==> src/rtl/interrupt_controller.sv <==
// interrupt_controller
//
// Collects level-sensitive device interrupt requests, selects the
// highest-priority pending device (bit 0 highest), squashes fetch for a
// programmable number of non-stalled cycles, then issues a single-cycle
// acknowledge to the system register file and to the serviced device.
// Further interrupts are held off until RETI retires.
//
// Ports
//   clk        in   system clock, rising edge
//   reset      in   asynchronous, active-low; clears all state
//   irq        in   [NDEV]  level-sensitive requests, bit 0 highest priority
//   ie         in   global interrupt enable
//   pipeStall  in   pipeline cannot advance; drain count frozen
//   isReti     in   RETI retiring this cycle
//   flush      out  squash fetch while draining
//   inta       out  one-cycle acknowledge to the system register file
//   idn        out  [DBITS] winner index + 1 while inta=1, else 0
//   devAck     out  [NDEV]  one-hot, one-cycle acknowledge to the device
//   busy       out  interrupt in service
//
// State table
//   IDLE    | waiting for an enabled pending request
//   DRAIN   | flushing the pipeline, counting non-stalled cycles
//   ACK     | single acknowledge cycle (inta, idn, devAck)
//   SERVICE | handler running, waits for RETI

module interrupt_controller #(
  parameter int DBITS        = 32,
  parameter int NDEV         = 4,
  parameter int DRAIN_CYCLES = 3
) (
  input  logic             clk,
  input  logic             reset,
  input  logic [NDEV-1:0]  irq,
  input  logic             ie,
  input  logic             pipeStall,
  input  logic             isReti,
  output logic             flush,
  output logic             inta,
  output logic [DBITS-1:0] idn,
  output logic [NDEV-1:0]  devAck,
  output logic             busy
);

  typedef enum logic [1:0] {
    IDLE    = 2'd0,
    DRAIN   = 2'd1,
    ACK     = 2'd2,
    SERVICE = 2'd3
  } state_t;

  state_t          state;
  logic [NDEV-1:0] pending;
  logic [3:0]      winner;
  logic [3:0]      drain_cnt;
  logic [3:0]      first_idx;
  logic [4:0]      winner_inc;

  // Lowest set index wins; scanning downward lets the lowest overwrite last.
  always_comb begin
    first_idx = '0;
    for (int i = NDEV - 1; i >= 0; i--) begin
      if (pending[i]) first_idx = 4'(i);
    end
  end

  assign winner_inc = {1'b0, winner} + 5'd1;

  // Outputs are registered alongside the state so each one reflects the
  // state being entered; nothing from an input reaches an output directly.
  always_ff @(posedge clk or negedge reset) begin
    if (!reset) begin
      state     <= IDLE;
      pending   <= '0;
      winner    <= '0;
      drain_cnt <= '0;
      flush     <= 1'b0;
      inta      <= 1'b0;
      idn       <= '0;
      devAck    <= '0;
      busy      <= 1'b0;
    end else begin
      pending <= irq;
      // Acknowledge outputs only ever last one cycle.
      inta    <= 1'b0;
      idn     <= '0;
      devAck  <= '0;
      case (state)
        IDLE: begin
          if (ie && |pending) begin
            winner    <= first_idx;
            drain_cnt <= 4'(DRAIN_CYCLES - 1);
            flush     <= 1'b1;
            state     <= DRAIN;
          end
        end
        DRAIN: begin
          // Dropping ie abandons the drain before stall or count matter.
          if (!ie) begin
            flush <= 1'b0;
            state <= IDLE;
          end else if (!pipeStall) begin
            if (drain_cnt == 4'd0) begin
              flush  <= 1'b0;
              inta   <= 1'b1;
              idn    <= {{(DBITS-5){1'b0}}, winner_inc};
              devAck <= NDEV'(1) << winner;
              state  <= ACK;
            end else begin
              drain_cnt <= drain_cnt - 4'd1;
            end
          end
        end
        ACK: begin
          busy  <= 1'b1;
          state <= SERVICE;
        end
        SERVICE: begin
          if (isReti) begin
            busy  <= 1'b0;
            state <= IDLE;
          end
        end
        default: begin
          state <= IDLE;
        end
      endcase
    end
  end

endmodule

==> config.mk <==
export PLATFORM = sky130hd
export DESIGN_NAME = interrupt_controller
export DESIGN_NICKNAME = d
export VERILOG_FILES = /design/src/rtl/interrupt_controller.sv
export SDC_FILE = /design/constraint.sdc
export NUM_CORES = 1
export LEC_CHECK = 0
export ABC_AREA = 0
export CAP_MARGIN = 20
export CORE_ASPECT_RATIO = 0.8
export CORE_UTILIZATION = 42
export DETAILED_ROUTE_END_ITERATION = 6
export PLACE_DENSITY = 0.87
export SYNTH_ARGS = -nofsm -noshare
export SYNTH_HDL_FRONTEND = slang
export SYNTH_SLANG_ARGS = --single-unit
==> constraint.sdc <==
create_clock -name clk -period 2.1 [get_ports clk]
set_clock_uncertainty 0.05 [all_clocks]
set_input_delay 0.21 -clock clk [delete_from_list [all_inputs] [get_ports clk]]
set_output_delay 0.21 -clock clk [all_outputs]
set_load 0.02 [all_outputs]
==> results.json <==
{
  "max_freq_ghz": 0.607,
  "fill_cells": 231,
  "synthArstFlopShare_pct": 100,
  "maxSlewViolCount": 0,
  "rows": 16,
  "synth_cell_types": 34,
  "synth_top_family_by_area": "buffers and inverters",
  "drtIter0Drc": 19,
  "wl_per_cell_um": 10.8,
  "synth_top_area_share_pct": 45.2,
  "diodes": 0,
  "min_period_ns": 1.65,
  "port_buffers": 18,
  "htreeDepth": 1,
  "synth_enable_flop_cells": 0,
  "synthAdderAreaFrac_pct": 5.38,
  "final_layout_size_suffix_gt1_share_pct": 7.75,
  "cts_hold_buf": 0,
  "grt_pass1_wl_mm": 2.88,
  "critPathKind": "register to register",
  "end_kind": "register",
  "crit_chain": "inv_1 > ha_1 > nor3b_1 > or4_4 > a21oi_2",
  "fin_cells": 165,
  "grt_pass1_vias": 639,
  "yosys.area_share.simple_pct": 15.1,
  "synth.cell_area_mm2": 0.00116,
  "hold_viol_final": 0,
  "layout_worst_path_cycle_share_pct": 78.5,
  "startpoint_type": "register",
  "io_pins": 48,
  "track_usage_pct": 13.1,
  "tns_ns": 0,
  "yosys_register_bits": 21,
  "grt_overflow_total": 0,
  "synthMuxAreaShare_pct": 0,
  "die_h_um": 49.1,
  "outcome": "finished, final reports clean",
  "cts_tree": "yes",
  "dp_cells": 161,
  "routed_via_density": 4.50,
  "cp_top_family": "simple AND/OR/NAND/NOR gates",
  "clkSinkCount": 21,
  "startpoint": "drain_cnt[0]",
  "die_w_um": 60.8,
  "critPathMaxStageDelay_ns": 0.52,
  "cpMaxStageDelayCell": "or4_4",
  "fin_util_pct": 50.9,
  "rsz0062_at_grt": "no",
  "area_delta_synth_final_pct": 11.3,
  "crit_buf_inv": 1,
  "ys.flop_type": "dfrtp_1",
  "numCtsBuffers": 3,
  "vias": 743,
  "ant_nets": 0,
  "final_nets": 144,
  "ir_worst_vdd_v": 0.000515,
  "grt_max_degree": 22,
  "synth_top_area_cell": "dfrtp_1",
  "synthTopCellsByArea": "dfrtp_1 45%, buf_4 19%, ha_1 5.4%",
  "timing.rr.start": "drain_cnt[0]",
  "clk_latency_ns": 0.30,
  "timing.max_cap.violations": 0,
  "avgSynthCellArea_um2": 10.7,
  "post_cts_buffers": 0,
  "drt-total-wl_mm": 1.78,
  "yosys_warnings": 0,
  "critPathArrivalTime_ns": 1.83,
  "clkTransAtPathRegs_ns": 0.11,
  "coreArea_mm2": 0.00254,
  "min_path_type": "input port to asynchronous set/reset pin",
  "drc_errors": 0,
  "drtPass1Iterations": 4,
  "initial_utilization_pct": 45.7,
  "power.density_mw_per_mm2": 967,
  "crit_required_ns": 2.29,
  "cts_resized": 0,
  "leakage_nw": 0.641,
  "clockBufferDepth": 2,
  "synth_compound_area_share_pct": 11.1,
  "tightestPinTransition_ns": 0.752,
  "yosysSeqAreaShare_pct": 45.2,
  "synthXorXnorAreaFrac_pct": 0,
  "final-setup-viol-count": 0,
  "synthMostInstantiatedCell": "buf_4",
  "slew_headroom_pct": 49.4,
  "dieArea_mm2": 0.00298,
  "root_buffer": "clkbuf_4",
  "hpwlAfterDp_mm": 1.41,
  "synth_commonest_cells": "30 x buf_4, 21 x dfrtp_1, 7 x inv_1",
  "syn_inst": 109,
  "antenna_found_initial": 0,
  "cp_max_fo": 4,
  "gp_congestion": 0.833
}
-- worst paths after layout --
kind | to | slack (ns) | cells after the start
max in group asynchronous | idn[1] | 1.60 | 2
max reg2reg | drain_cnt[3] | 0.45 | 5
max | drain_cnt[3] | 0.45 | 5
min reg2reg | busy | 0.46 | 1
min | winner[1] | 0.19 | 2
min in group clk | pending[0] | 0.28 | 1
-- report_power, final --
group | internal (mW) | switching, mW | leakage, nW
combinational | 0.210 | 0.268 | 0.359
sequential | 0.491 | 0.0945 | 0.267
clock | 0.0741 | 0.113 | 0.0150
total | 0.775 | 0.476 | 0.641
-- final cells by class --
type                    instances  area (um2)  share of cell area (%)
clock buffers                   4        26.3                    2.03
inverters                       7        26.3                    2.03
multi-input cells              77         475                    36.8
flip-flops and latches         21         526                    40.6
well taps                      36        45.0                    3.48
repair buffers                 20         195                    15.1
-- sequential cells by signal, indices dropped and copies added, names as in the netlist, 2 cells and up, named ones only --
name,flops
devAck,4
drain_cnt,4
idn,2
pending,4
winner,2
-- placed cells by master (no fill, tap or decap) --
cell type,synthesis,final
clkbuf_4,0,3
o22a_1,1,1
conb_1,1,29
clkdlybuf4s50_1,0,18
nand2_1,3,3
o21ai_0,3,3
clkbuf_1,1,1
a21boi_0,1,1
a21oi_1,2,2
nand4bb_4,1,1
nor3_1,2,2
nand4b_1,1,1
nor2_2,1,1
buf_4,30,2
o31ai_1,1,1
and3_1,5,5
a2bb2oi_1,1,1
dfrtp_1,21,21
o21a_1,1,1
or4_4,1,1
a21o_1,2,2
a21oi_2,1,1
nor2_1,3,3
or3_1,1,1
and4bb_2,1,1
o221ai_1,1,1
nand3b_1,1,1
nor4_1,1,1
a22o_1,1,1
nor3b_1,1,1
ha_1,5,5
inv_1,7,7
or3b_1,2,2
o21ai_1,3,3
o211ai_1,1,1
-- through the flow --
stage | cell area [um2] | setup WS [ns] | total power, mW | hold slack, ns
global placement | 1270 | 0.392 | 1.04 | 0.433
finish | 1290 | 0.452 | 1.25 | 0.189
global route | 1290 | 0.366 | 1.33 | 0.204
CTS | 1290 | 0.459 | 1.25 | 0.192
detailed placement | 1270 | 0.297 | 1.07 | 0.435
floorplan | 1270 | 0.546 | 0.954 | -0.136
-- cells by family (layout without fill, tap and decap cells) --
logic type,Yosys count,in the layout
AO/OA/AOI/OAI,19,19
flip-flops,21,21
adder cells (fa/ha/maj),5,5
other,1,29
buffers and inverters,39,31
AND/OR/NAND/NOR,24,24
-- metal layers --
layer	global-route usage, %	vias to the layer above	wire [um]
met1	17.5	354	752
met5	0	-	0
li1	-	352	-
met2	20.3	37	861
met4	1.14	0	0
met3	5.84	0	164
(Power assumes the default switching activity.)
